## src/rtl/fwd_hazard_unit_pkg.sv

```systemverilog
// Shared definitions for the EX-stage forwarding and load-use hazard unit.
package fwd_hazard_unit_pkg;
  localparam logic [1:0] SEL_REG   = 2'b00;
  localparam logic [1:0] SEL_EXMEM = 2'b01;
  localparam logic [1:0] SEL_MEMWB = 2'b10;

  localparam int REG_ZERO = 0;

  typedef enum logic {
    ST_IDLE  = 1'b0,
    ST_STALL = 1'b1
  } hz_state_e;
endpackage

```

## src/rtl/fwd_hazard_unit_mux.sv

```systemverilog
// Single-operand forwarding select and data mux; EX/MEM beats MEM/WB, r0 never forwards.
module fwd_operand_mux
  import fwd_hazard_unit_pkg::*;
#(
  parameter int LEN_DATA = 32,
  parameter int NB_REG   = 5
) (
  input  logic [NB_REG-1:0]   src,
  input  logic [LEN_DATA-1:0] reg_data,
  input  logic [NB_REG-1:0]   exmem_rd,
  input  logic                exmem_regwrite,
  input  logic [LEN_DATA-1:0] exmem_alu,
  input  logic [NB_REG-1:0]   memwb_rd,
  input  logic                memwb_regwrite,
  input  logic [LEN_DATA-1:0] memwb_data,
  output logic [1:0]          sel,
  output logic [LEN_DATA-1:0] data
);
  logic src_nz;

  assign src_nz = (src != NB_REG'(REG_ZERO));

  always_comb begin
    sel = SEL_REG;
    if (exmem_regwrite && (exmem_rd == src) && src_nz) begin
      sel = SEL_EXMEM;
    end else if (memwb_regwrite && (memwb_rd == src) && src_nz) begin
      sel = SEL_MEMWB;
    end
  end

  always_comb begin
    case (sel)
      SEL_EXMEM: data = exmem_alu;
      SEL_MEMWB: data = memwb_data;
      default:   data = reg_data;
    endcase
  end
endmodule

```

## src/rtl/fwd_hazard_unit.sv

```systemverilog
// EX operand forwarding, load-use stall FSM and saturating forwarding-hit counter.
module fwd_hazard_unit
  import fwd_hazard_unit_pkg::*;
#(
  parameter int LEN_DATA     = 32,
  parameter int NB_REG       = 5,
  parameter int N_OPERANDS   = 2,
  parameter int LOAD_LATENCY = 1,
  parameter int LEN_CNT      = 32
) (
  input  logic                         clk,
  input  logic                         rst_n,
  input  logic [N_OPERANDS*NB_REG-1:0] ex_src_reg,
  input  logic [N_OPERANDS*LEN_DATA-1:0] ex_src_data,
  input  logic [NB_REG-1:0]            exmem_rd,
  input  logic                         exmem_regwrite,
  input  logic [LEN_DATA-1:0]          exmem_alu,
  input  logic [NB_REG-1:0]            memwb_rd,
  input  logic                         memwb_regwrite,
  input  logic [LEN_DATA-1:0]          memwb_data,
  input  logic [NB_REG-1:0]            id_rs,
  input  logic [NB_REG-1:0]            id_rt,
  input  logic                         idex_memread,
  input  logic [NB_REG-1:0]            idex_rd,
  input  logic                         flush,
  input  logic                         cnt_clear,
  output logic [N_OPERANDS*LEN_DATA-1:0] fwd_data,
  output logic [N_OPERANDS*2-1:0]      fwd_sel,
  output logic                         stall,
  output logic                         bubble,
  output logic [LEN_CNT-1:0]           fwd_hits
);
  localparam int CNT_W = (LOAD_LATENCY > 1) ? $clog2(LOAD_LATENCY + 1) : 1;
  localparam int HIT_W = (N_OPERANDS > 1) ? $clog2(N_OPERANDS + 1) : 1;
  localparam logic [CNT_W-1:0] CNT_LOAD = CNT_W'((LOAD_LATENCY > 1) ? LOAD_LATENCY - 2 : 0);

  hz_state_e        state, state_nxt;
  logic [CNT_W-1:0] cnt, cnt_nxt;
  logic             hz;
  logic             stall_c;
  logic [HIT_W-1:0] hit_cnt;

  function automatic logic [LEN_CNT-1:0] sat_add(input logic [LEN_CNT-1:0] a,
                                                 input logic [HIT_W-1:0]   b);
    logic [LEN_CNT:0] s;
    s = {1'b0, a} + (LEN_CNT+1)'(b);
    return s[LEN_CNT] ? {LEN_CNT{1'b1}} : s[LEN_CNT-1:0];
  endfunction

  for (genvar k = 0; k < N_OPERANDS; k++) begin : g_op
    fwd_operand_mux #(
      .LEN_DATA(LEN_DATA),
      .NB_REG  (NB_REG)
    ) u_mux (
      .src           (ex_src_reg[k*NB_REG +: NB_REG]),
      .reg_data      (ex_src_data[k*LEN_DATA +: LEN_DATA]),
      .exmem_rd      (exmem_rd),
      .exmem_regwrite(exmem_regwrite),
      .exmem_alu     (exmem_alu),
      .memwb_rd      (memwb_rd),
      .memwb_regwrite(memwb_regwrite),
      .memwb_data    (memwb_data),
      .sel           (fwd_sel[k*2 +: 2]),
      .data          (fwd_data[k*LEN_DATA +: LEN_DATA])
    );
  end

  assign hz = idex_memread && (idex_rd != NB_REG'(REG_ZERO)) &&
              ((idex_rd == id_rs) || (idex_rd == id_rt));

  always_comb begin
    state_nxt = state;
    cnt_nxt   = cnt;
    stall_c   = 1'b0;
    if (flush) begin
      state_nxt = ST_IDLE;
      cnt_nxt   = '0;
    end else begin
      case (state)
        ST_IDLE: begin
          if (hz) begin
            stall_c = 1'b1;
            if (LOAD_LATENCY > 1) begin
              state_nxt = ST_STALL;
              cnt_nxt   = CNT_LOAD;
            end
          end
        end
        ST_STALL: begin
          stall_c = 1'b1;
          if (cnt == '0) state_nxt = ST_IDLE;
          else           cnt_nxt   = cnt - CNT_W'(1);
        end
        default: state_nxt = ST_IDLE;
      endcase
    end
  end

  // Gating with rst_n keeps the pipeline free-running while reset is held,
  // even if a hazard is still present on the inputs.
  assign stall  = stall_c & rst_n;
  assign bubble = stall;

  always_comb begin
    hit_cnt = '0;
    for (int k = 0; k < N_OPERANDS; k++) begin
      if (fwd_sel[k*2 +: 2] != SEL_REG) hit_cnt = hit_cnt + HIT_W'(1);
    end
  end

  always_ff @(posedge clk or negedge rst_n) begin
    if (!rst_n) begin
      state <= ST_IDLE;
      cnt   <= '0;
    end else begin
      state <= state_nxt;
      cnt   <= cnt_nxt;
    end
  end

  always_ff @(posedge clk or negedge rst_n) begin
    if (!rst_n)         fwd_hits <= '0;
    else if (cnt_clear) fwd_hits <= '0;
    else if (!stall)    fwd_hits <= sat_add(fwd_hits, hit_cnt);
  end
endmodule

```

## config.mk

```make
export PLATFORM = sky130hd
export DESIGN_NAME = fwd_hazard_unit
export DESIGN_NICKNAME = d
export VERILOG_FILES = /design/src/rtl/fwd_hazard_unit_pkg.sv /design/src/rtl/fwd_hazard_unit_mux.sv /design/src/rtl/fwd_hazard_unit.sv
export SDC_FILE = /design/constraint.sdc
export NUM_CORES = 1
export LEC_CHECK = 0
export ABC_AREA = 1
export BUFFER_PORTS_ARGS = -buffer_cell sky130_fd_sc_hd__buf_2
export CAP_MARGIN = 20
export CORE_MARGIN = 8
export CORE_UTILIZATION = 30
export CTS_BUF_LIST = sky130_fd_sc_hd__clkbuf_8
export CTS_CLUSTER_SIZE = 12
export DETAILED_ROUTE_END_ITERATION = 10
export SLEW_MARGIN = 20
export SYNTH_ARGS = -nofsm -noshare
export SYNTH_HDL_FRONTEND = slang
export SYNTH_SLANG_ARGS = --single-unit
```

## constraint.sdc

```tcl
create_clock -name clk -period 3.3 [get_ports clk]
set_clock_uncertainty 0.15 [all_clocks]
set_input_delay 0.66 -clock clk [delete_from_list [all_inputs] [get_ports clk]]
set_output_delay 0.66 -clock clk [all_outputs]
set_load 0.02 [all_outputs]
```

==> flow_summary_export.csv, run 1 <==
group,metric,value,unit
yosys,ys_ff_latch,32,
final_layout,layout-drive-gt1-share,31.0,%
yosys,syn_avg_cell_area,5.44,um2
routing,drt_first_pass_iters,5,
sta,timing_hold_violations_final,0,
critical_path,worstSetupEndpointType,"output pin",
global_routing,grt_pass1_wl,30500,um
yosys,ys.flop_type,"dfrtp_1",
yosys,synth_seq_area_share,18.4,%
power,max-vdd-ir-drop,117,uV
floorplanning,ios,272,
final_layout,nFillCells,1654,
sta,fmax,320,MHz
global_routing,first_global_vias,5852,
floorplanning,die_y,136,um
floorplanning,die_w,136,um
critical_path,cp_max_fo,37,
yosys,yosys.area_share.simple,64.1,%
critical_path,start_kind,"input pin",
final_layout,largest_reg_flops,32,
yosys,async_flop_share,100,%
sta,worst_pin_slew,0.781,ns
yosys,synth-xor-area-share,3.63,%
placement,dpl_cell_area,0.00591,mm2
final_layout,fin_nets,1234,
routing,final_antenna_net_count,0,
routing,wl,20100,um
power,powerDensity,207,mW/mm2
global_routing,grt_max_degree,41,
yosys,synth.mux.area_fraction,0,%
clock_network,htreeDepth,2,
critical_path,worstPathArrival,2.32,ns
yosys,synthTopCellsByArea,"nand3_1 26%, nand2_1 26%, dfrtp_1 18%, nor2_1 6.0%, inv_1 4.0%",
yosys,yosys.area_share.adder,1.32,%
clock_network,root_buffer,"clkbuf_8",
yosys,yosys.area.top_type,"nand3_1",
clock_network,cts_made_buffers,5,
routing,wl_per_cell,16.1,um
global_routing,grt-ovfl-total,0,
final_layout,multi_input_comb_area,0.00309,mm2
final_layout,fin_area,0.00603,mm2
run,maxCapViolations,0,
routing,drc,0,
critical_path,worstPathRequired,2.49,ns
sta,max_slew_margin,47.8,%
final_layout,regArea,801,um2
yosys,synth_edf_count,0,
floorplanning,num_rows,44,
min_path,worstHoldPathType,"in2async",
global_routing,grt_antenna_before_repair,1,
critical_path,worstSetupPathType,"in2out",
clock_network,clock_latency,0.29,ns
yosys,syn_inst,799,
sta,finalCritPeriodShare,94.8,%
outcome,status,"complete, no violations",
clock_network,cts.path.max_buffers,2,
floorplanning,initial_core_util,30.3,%
yosys,yosys_warnings,0,
routing,vias,6151,
yosys,synthesis.nets,973,
yosys,syn-cell-area,0.00435,mm2
final_layout,regMostFlops,"fwd_hits",
final_layout,fin_util,42.0,%
floorplanning,die-area,0.0186,mm2
routing,viasPerCell,4.94,
sta,slew_violations,0,
yosys,synth_compound_area_share,1.87,%
yosys,ys_types,29,
critical_path,r2r_setup_slack,1.20,ns
placement,numPortBuffers,271,
sta,finalCriticalPeriod,3.13,ns
clock_network,clock-sinks,32,
clock_network,postCtsHoldBufs,0,
yosys,synth_top_area_share,26.2,%
yosys,synth_common_cells,"304 x nand2_1, 228 x nand3_1, 69 x nor2_1",
routing,drt_iter0_drc,405,
yosys,yosysMostFrequentCell,"nand2_1",
sta,setup_viol,0,
placement,gp_congestion,0.928,
global_routing,grt_use_total,20.2,%
final_layout,reg_top3,"fwd_hits (32)",
final_layout,antenna_cells,0,
floorplanning,core,0.0144,mm2
placement,dp_hpwl,16300,um
sta,rsz0062_at_grt,"false",
power,p_leak,3.42,nW
yosys,synth_top_family_by_area,"simple AND/OR/NAND/NOR gates",
clock_network,cts_tree,"done",
clock_network,path_clk_slew,0.08,ns
power,p_total,1.25,mW
final_layout,area_growth_syn_to_layout,38.6,%
==> kinds of logic after synthesis <==
kind of cell | count (synthesis)
simple gates | 634
buf+inv | 96
flops | 32
xor+xnor | 18
compound gates | 15
fa+ha+maj | 4
==> routing by layer <==
layer  vias up  part of all wire, %  track usage [%]
met5         -                0.040                0
met4         2                  2.5             6.22
met3        33                  8.1             4.92
met2       238                   50             34.5
met1      2776                   39             24.6
li1       3102                    -                -
==> critical path, cell delays in order <==
cell     delay (ns)
buf_2          0.12
nor3_1         0.28
a21oi_1        0.12
nand2_2        0.08
buf_4          0.30
buf_6          0.32
nand3_1        0.14
nand3_1        0.10
buf_2          0.18
==> per-stage QoR <==
step | setup WS [ns] | setup TNS [ns] | hold WS [ns] | instances
floorplan | 0.0149 | 0 | 0.214 | 799
global placement | 0.00511 | 0 | 0.378 | 1237
detailed placement | -0.000954 | -0.000954 | 0.382 | 1237
CTS | 0.0647 | 0 | 0.305 | 1245
global route | 0.0161 | 0 | 0.322 | 1245
finish | 0.171 | 0 | 0.282 | 1245
==> layout by cell type, fill, tap and decap left out, types with 5 or more instances in the layout <==
| cell type | instances |
|---|---|
| o21ai_0 | 9 |
| xor2_1 | 8 |
| xnor2_1 | 10 |
| inv_1 | 47 |
| dfrtp_1 | 32 |
| nor2_1 | 69 |
| nand2_1 | 303 |
| clkbuf_8 | 5 |
| nand3_1 | 228 |
| nand3b_1 | 11 |
| buf_4 | 19 |
| inv_2 | 8 |
| buf_2 | 271 |
==> area by class of cell <==
type                    instances  share of cell area [%]
repair buffers                296                    26.6
flip-flops and latches         32                    13.3
well taps                     184                    3.82
multi-input cells             671                    51.2
clock inverters                 3                   0.643
clock buffers                   5                    1.14
inverters                      54                    3.36
==> final timing paths <==
check,from,endpoint,cells after the start
worst max-delay path,ex_src_reg[7],fwd_data[34],9
min in group clk,fwd_hits[31]$_DFFE_PN0P_,fwd_hits[31]$_DFFE_PN0P_,2
max in group asynchronous,rst_n,fwd_hits[31]$_DFFE_PN0P_,2
worst max register to register,fwd_hits[0]$_DFFE_PN0P_,fwd_hits[31]$_DFFE_PN0P_,11
worst min-delay path,rst_n,fwd_hits[25]$_DFFE_PN0P_,2
worst min register to register,fwd_hits[31]$_DFFE_PN0P_,fwd_hits[31]$_DFFE_PN0P_,2
==> repair_timing <==
action / in CTS / in global routing
resized for setup: 0 / 2
endpoints found under the setup margin: 0 / 31
buffers inserted: 0 / 0
==> power by group <==
part / switching, mW / internal [mW] / total, mW
clock network: 0.161 / 0.221 / 0.382
registers: 0.00168 / 0.393 / 0.395
logic: 0.284 / 0.186 / 0.471
No activity file was read; power rests on OpenSTA's default activity.
==> inputs of run 2 (changes only) <==
--- a/config.mk
+++ b/config.mk
@@ -5,10 +5,9 @@
 export SDC_FILE = /design/constraint.sdc
 export NUM_CORES = 1
 export LEC_CHECK = 0
-export ABC_AREA = 1
 export BUFFER_PORTS_ARGS = -buffer_cell sky130_fd_sc_hd__buf_2
 export CAP_MARGIN = 20
-export CORE_MARGIN = 8
+export CORE_MARGIN = 5
 export CORE_UTILIZATION = 30
 export CTS_BUF_LIST = sky130_fd_sc_hd__clkbuf_8
 export CTS_CLUSTER_SIZE = 12
==> run 2 against run 1 <==
Against the previous run:
- the run now ends with setup timing left
- total power decreased by 8.4%
- synthesized cell count decreased by 38%
- first-iteration DRC count decreased by 30%
- worst setup slack got worse by 0.60 ns
- area after synthesis decreased by 14%
- via count decreased by 19%
- maximum frequency decreased by 16%
- count of clock-buffer cells in the layout increased by 1
- sequential power about the same
- utilization increased by 7.2 points
- critical path type is now in2reg
- critical endpoint is now fwd_hits[23]$_DFFE_PN0P_
==> flow_summary_export.csv, run 2 <==
group,metric,value,unit
routing,wl_per_cell,17.7,um
critical_path,reg2reg_depth,10,
global_routing,grt_use_total,21.4,%
power,p_leak,2.98,nW
clock_network,cts_tree,"done",
yosys,syn_inst,497,
global_routing,grt_max_degree,67,
final_layout,regMostFlops,"fwd_hits",
floorplanning,die_w,122,um
placement,gp_congestion,0.889,
critical_path,worstPathRequired,3.35,ns
outcome,violations,"setup timing",
clock_network,path_clk_slew,0.07,ns
placement,dp_hpwl,13300,um
clock_network,cts_made_buffers,5,
yosys,async_flop_share,100,%
floorplanning,die_y,122,um
yosys,synthTopCellsByArea,"dfrtp_1 21%, mux2i_1 17%, o21ai_0 9.2%, nand2_1 8.1%, xnor2_1 3.3%",
yosys,synth_edf_count,0,
floorplanning,num_rows,40,
critical_path,rr_endpoint,"fwd_hits[23]$_DFFE_PN0P_",
clock_network,clock-sinks,32,
final_layout,fin_nets,966,
clock_network,htreeDepth,2,
sta,fmax,268,MHz
final_layout,largest_reg_flops,32,
final_layout,final_cell_mix,"268 x buf_2, 78 x nand2_1, 65 x mux2i_1, 65 x o21ai_0, 41 x buf_4",
routing,drt_first_pass_iters,5,
sta,rsz0062_at_grt,"true",
critical_path,worstPathArrival,3.78,ns
clock_network,cts.path.max_buffers,2,
routing,final_antenna_net_count,0,
final_layout,layout-drive-gt1-share,48.5,%
floorplanning,core,0.0121,mm2
power,max-vdd-ir-drop,115,uV
critical_path,worstSetupPathType,"in2reg",
final_layout,reg_top3,"fwd_hits (32)",
yosys,synth_common_cells,"81 x nand2_1, 69 x o21ai_0, 65 x mux2i_1",
yosys,ys_ff_latch,32,
sta,slew_violations,0,
sta,setup_viol,63,
critical_path,cp_max_fo,5,
global_routing,grt_antenna_before_repair,2,
yosys,ys.flop_type,"dfrtp_1",
global_routing,grt-ovfl-total,0,
floorplanning,die-area,0.0148,mm2
sta,timing_hold_violations_final,0,
routing,viasPerCell,5.20,
outcome,status,"finished with violations",
routing,vias,4998,
global_routing,grt_pass1_wl,25500,um
critical_path,r2r_start,"fwd_hits[0]$_DFFE_PN0P_",
sta,finalCritPeriodShare,113,%
final_layout,instances_no_fill,962,
sta,worst_pin_slew,0.814,ns
yosys,yosys.area.top_type,"dfrtp_1",
placement,dp.cells,940,
critical_path,cp_cell_sequence,"buf_6 -> nor4_4 -> nor3_1 -> a21oi_1 -> buf_4 -> nor2_4 -> or2_4 -> ha_4 -> ha_4 -> fa_2 -> nand4_1 -> buf_4 -> nor4_4 -> or3b_4 -> buf_12 -> o21ai_2 -> a21oi_2 -> a311oi_2",
yosys,synthesis.nets,671,
critical_path,r2r_setup_slack,0.72,ns
floorplanning,initial_core_util,30.8,%
yosys,ys_types,45,
critical_path,start_kind,"input pin",
yosys,synth_top_area_share,21.4,%
clock_network,root_buffer,"clkbuf_8",
placement,post-place-ws,-0.836,ns
yosys,syn-cell-area,0.00374,mm2
placement,numPortBuffers,271,
global_routing,first_global_vias,4995,
sta,finalCriticalPeriod,3.73,ns
floorplanning,ios,272,
sta,max_slew_margin,45.7,%
routing,wl,17100,um
critical_path,slowest_delay,0.47,ns
routing,drc,0,
yosys,yosys_warnings,0,
yosys,syn_avg_cell_area,7.52,um2
critical_path,crit_family,"simple AND/OR/NAND/NOR gates",
critical_path,worstSetupEndpointType,"flip-flop",
critical_path,cp.buffers_inverters,4,
sta,setup_tns,-12.47,ns
min_path,worstHoldPathType,"in2async",
run,maxCapViolations,0,
yosys,synth_seq_area_share,21.4,%
clock_network,clock_latency,0.29,ns
power,powerDensity,192,mW/mm2
final_layout,layout_commonest_cell,"buf_2",
final_layout,nFillCells,1238,
yosys,yosysMostFrequentCell,"nand2_1",
critical_path,worst_path_max_delay_cell,"or3b_4",
routing,drt_iter0_drc,284,
sta,worst_slack,-0.433,ns
final_layout,area_growth_syn_to_layout,59.2,%
## run 2: changes by cell type in the layout (fill, tap and decap cells not counted), sizes merged, moves of 45 or more
cell,delta
mux2i,+65
o21ai,+58
nor2,-51
nand3,-214
nand2,-228
inv,-45
## run 2: cells by family after synthesis
kind of cell	count (synthesis)	synth area share (%)
DFF	32	21.4
AOI/OAI and AO/OA	136	23.2
and+or+nand+nor	188	25.1
xor gates and xnor gates	26	6.10
muxes	65	17.4
adders and majority gates	4	1.54
buffers and inverters	46	5.22
## run 2: worst max path at each step
| stage | from | to | cells after the start |
|---|---|---|---|
| floorplan | ex_src_reg[1] | fwd_hits[13]$_DFFE_PN0P_ | 16 |
| global placement | ex_src_reg[0] | fwd_hits[6]$_DFFE_PN0P_ | 17 |
| detailed placement | ex_src_reg[0] | fwd_hits[6]$_DFFE_PN0P_ | 17 |
| CTS | ex_src_reg[1] | fwd_hits[6]$_DFFE_PN0P_ | 18 |
| global route | ex_src_reg[1] | fwd_hits[2]$_DFFE_PN0P_ | 18 |
| finish | ex_src_reg[1] | fwd_hits[23]$_DFFE_PN0P_ | 18 |
## run 2: cell type report
type	count	area (um2)	area share, %
multi-input combinational	421	2990	50.2
timing repair buffer	324	1830	30.7
sequential	32	801	13.5
tap	168	210	3.53
clock buffer	6	82.6	1.39
inverter	8	30.0	0.505
clock inverter	2	7.51	0.126
antenna	1	2.50	0.0421
## run 2: metrics by stage
step	power (mW)	instance area, um2	util, %	hold WS (ns)
after global routing	1.20	5950	49.1	0.328
final	1.14	5950	49.1	0.272
after detailed placement	0.826	5540	45.7	0.368
after global placement	0.818	5540	45.7	0.363
after CTS	1.15	5850	48.3	0.305
after floorplan	0.594	3840	-	0.214
## run 2: where the power goes
| group | switching [mW] | leakage (nW) | internal, mW |
|---|---|---|---|
| clock | 0.153 | 0.0538 | 0.164 |
| sequential | 0.00164 | 0.447 | 0.393 |
| combinational | 0.243 | 2.48 | 0.188 |
## run 2: timing repair
action                                  CTS  global route
pin swaps                                17            14
resized for setup                        30            24
endpoints found under the setup margin   66            97
gates cloned                              2             0
setup buffers                            15             2
hold buffers                              0             0
## run 2: layer usage
metal / GRT usage, % / vias up / routed length, um
li1: - / 2412 / -
met1: 26.1 / 2355 / 6880
met2: 37.5 / 200 / 8410
met3: 5.20 / 29 / 1380
met4: 5.53 / 2 / 354
met5: 0 / - / 17
==> inputs of run 3 (changes only) <==
--- a/config.mk
+++ b/config.mk
@@ -5,6 +5,7 @@
 export SDC_FILE = /design/constraint.sdc
 export NUM_CORES = 1
 export LEC_CHECK = 0
+export ABC_AREA = 0
 export BUFFER_PORTS_ARGS = -buffer_cell sky130_fd_sc_hd__buf_2
 export CAP_MARGIN = 20
 export CORE_MARGIN = 5
@@ -12,7 +13,9 @@
 export CTS_BUF_LIST = sky130_fd_sc_hd__clkbuf_8
 export CTS_CLUSTER_SIZE = 12
 export DETAILED_ROUTE_END_ITERATION = 10
+export SETUP_SLACK_MARGIN = 0.15
 export SLEW_MARGIN = 20
 export SYNTH_ARGS = -nofsm -noshare
 export SYNTH_HDL_FRONTEND = slang
+export SYNTH_HIERARCHICAL = 1
 export SYNTH_SLANG_ARGS = --single-unit
==> run 3 against run 2 <==
Against the previous run:
- the run still ends with setup timing left
- wire length grew 21%
- die area grew 10%
- first-iteration DRC count grew 96%
- critical path depth shrank 1
- via count grew 22%
- sequential share of layout area shrank 1.3 points
- synthesized cell count grew 17%
- clock power grew 18%
- highest routed layer is now met4
==> flow_summary_export.csv, run 3 <==
group,metric,value,unit
outcome,status,"finished with violations",
outcome,violations,"setup timing",
critical_path,worstPathArrival,3.94,ns
yosys,synth_edf_count,0,
sta,setup_viol,55,
clock_network,cts_made_buffers,5,
sta,finalCriticalPeriod,3.95,ns
sta,worst_slack,-0.652,ns
critical_path,worstSetupPathType,"in2reg",
routing,drt_iter0_drc,557,
critical_path,worst_path_max_delay_cell,"or4_4",
clock_network,cts.path.max_buffers,2,
floorplanning,ios,272,
final_layout,regMostFlops,"fwd_hits",
clock_network,path_clk_slew,0.08,ns
yosys,synth_top_area_share,19.3,%
critical_path,crit_family,"simple AND/OR/NAND/NOR gates",
placement,dp_hpwl,14800,um
floorplanning,num_rows,43,
global_routing,first_global_vias,5841,
yosys,syn_avg_cell_area,7.13,um2
yosys,yosysMostFrequentCell,"nand3_1",
yosys,ys_types,60,
global_routing,grt_antenna_before_repair,2,
power,p_total,1.42,mW
power,max-vdd-ir-drop,131,uV
floorplanning,core,0.0137,mm2
yosys,syn-cell-area,0.00416,mm2
floorplanning,die-area,0.0163,mm2
global_routing,grt_max_degree,34,
sta,finalCritPeriodShare,120,%
critical_path,reg2reg_depth,9,
yosys,async_flop_share,100,%
routing,final_antenna_net_count,0,
critical_path,crit_path_start,"ex_src_reg[2]",
sta,slew_violations,0,
routing,viasPerCell,5.76,
routing,wl,20700,um
critical_path,cp_cell_sequence,"buf_6 -> or4_4 -> buf_6 -> o211ai_4 -> nor3_4 -> or2_4 -> ha_4 -> ha_4 -> inv_2 -> fa_2 -> nand4b_1 -> nor2_2 -> nand3_2 -> buf_4 -> a2111oi_4 -> mux2i_1 -> nor2_1",
yosys,synth_common_cells,"73 x nand3_1, 71 x nor3_1, 68 x a31oi_1",
critical_path,cp.buffers_inverters,4,
routing,wl_per_cell,19.6,um
final_layout,layout-drive-gt1-share,48.1,%
critical_path,slowest_delay,0.57,ns
yosys,synth_seq_area_share,19.3,%
critical_path,r2r_start,"fwd_hits[1]$_DFFE_PN0P_",
final_layout,layout_commonest_cell,"buf_2",
final_layout,regArea,801,um2
sta,worst_pin_slew,0.799,ns
power,p_leak,2.84,nW
final_layout,fin_nets,1046,
critical_path,crit_path_end,"fwd_hits[22]$_DFFE_PN0P_",
yosys,ys_ff_latch,32,
final_layout,area_growth_syn_to_layout,58.2,%
clock_network,cts_tree,"done",
yosys,yosys_warnings,6,
min_path,worstHoldPathType,"in2async",
final_layout,reg_top3,"fwd_hits (32)",
critical_path,cp_max_fo,3,
clock_network,clock-sinks,32,
sta,whs,0.280,ns
critical_path,cp.depth,17,
placement,numPortBuffers,271,
global_routing,grt_use_total,23.3,%
critical_path,worstSetupEndpointType,"flip-flop",
yosys,synthesis.nets,757,
sta,fmax,253,MHz
final_layout,nFillCells,1420,
yosys,yosys.area.top_type,"dfrtp_1",
yosys,syn_inst,583,
routing,drt_first_pass_iters,6,
placement,gp_congestion,0.922,
sta,max_slew_margin,46.7,%
global_routing,grt-ovfl-total,0,
power,powerDensity,216,mW/mm2
critical_path,worstPathRequired,3.29,ns
sta,rsz0062_at_grt,"true",
final_layout,multi_input_comb_area,0.00320,mm2
routing,drc,0,
floorplanning,die_y,128,um
critical_path,rr_endpoint,"fwd_hits[22]$_DFFE_PN0P_",
final_layout,largest_reg_flops,32,
floorplanning,die_w,128,um
sta,timing_hold_violations_final,0,
yosys,ys.flop_type,"dfrtp_1",
floorplanning,initial_core_util,30.3,%
final_layout,final_cell_mix,"241 x buf_2, 76 x buf_4, 72 x nand3_1",
routing,vias,6074,
critical_path,r2r_setup_slack,0.83,ns
clock_network,htreeDepth,2,
clock_network,root_buffer,"clkbuf_8",
run,maxCapViolations,0,
global_routing,grt_pass1_wl,31400,um
placement,post-place-ws,-0.987,ns
yosys,synthTopCellsByArea,"dfrtp_1 19%, a31oi_1 10%, nand3_1 8.8%, nor3_1 8.5%, o21ai_0 7.6%",
clock_network,clock_latency,0.29,ns
critical_path,start_kind,"input pin",
## run 3: cell types whose count changed after synthesis, moves of 7 or more
cell / delta
nor2_1: -8
buf_4: +9
a31oi_1: +60
xor2_1: -12
nand2_1: -63
nand3_1: +58
nor3_1: +57
buf_6: +7
o21ai_1: +10
mux2i_1: -62
and3_1: -7
xnor2_1: +16
## run 3: final cells by class
cell class	instances	area share, %
inverters	13	0.894
clock inverters	3	0.590
diodes	2	0.0761
flip-flops and latches	32	12.2
clock buffers	5	1.05
repair buffers	342	33.2
well taps	180	3.43
multi-input cells	478	48.6
## run 3: power by group
group	leakage [nW]	internal [mW]	switching, mW
Combinational	2.34	0.269	0.383
Clock	0.0593	0.221	0.152
Sequential	0.447	0.393	0.00178
Total	2.84	0.883	0.537
## run 3: worst min-delay path by stage
stage                                   from                        to  depth (start not counted)
floorplan                              rst_n   fwd_hits[0]$_DFFE_PN0P_                          0
global placement    fwd_hits[30]$_DFFE_PN0P_  fwd_hits[30]$_DFFE_PN0P_                          1
finish                                 rst_n  fwd_hits[23]$_DFFE_PN0P_                          2
global route                           rst_n  fwd_hits[23]$_DFFE_PN0P_                          2
detailed placement  fwd_hits[30]$_DFFE_PN0P_  fwd_hits[30]$_DFFE_PN0P_                          1
CTS                                    rst_n  fwd_hits[23]$_DFFE_PN0P_                          2
## run 3: cell families after synthesis
kind of cell	Yosys count	synth area share, %
flip-flops	32	19.3
AO/OA/AOI/OAI	203	31.6
adder cells (fa/ha/maj)	4	1.38
buffers and inverters	73	9.42
multiplexers	4	0.993
AND/OR/NAND/NOR	237	31.0
XOR/XNOR	30	6.32
## run 3: repair_timing
action	in CTS	in global routing
hold buffers	0	0
cloned	2	3
buffers inserted	7	7
setup endpoints to repair	96	96
pin swaps	15	32
resized for setup	56	31
hold endpoints to repair	0	0
## run 3: worst reg2reg max path, stage by stage (launching register included)
cell,delay (ns)
dfrtp_1,0.46
inv_1,0.11
fa_2,0.42
nand4b_1,0.22
nor2_2,0.18
nand3_2,0.12
buf_4,0.17
a2111oi_4,0.20
mux2i_1,0.24
nor2_1,0.05
## run 3: through the flow
step                utilization [%]  instance area [um2]  std cells  setup TNS [ns]
floorplan                         -                 4300        583          -26.03
global placement               43.4                 5950       1026          -27.57
detailed placement             43.4                 5950       1026          -29.83
CTS                            46.4                 6370       1043          -18.49
global route                   47.9                 6580       1055          -25.57
finish                         47.9                 6580       1055          -19.32
## run 3: routing by layer
layer	track usage (%)	wire [um]	up-vias
li1	-	-	2833
met1	29.0	7820	2796
met2	40.1	10100	383
met3	5.63	2110	62
met4	6.62	677	0
met5	0	0	-
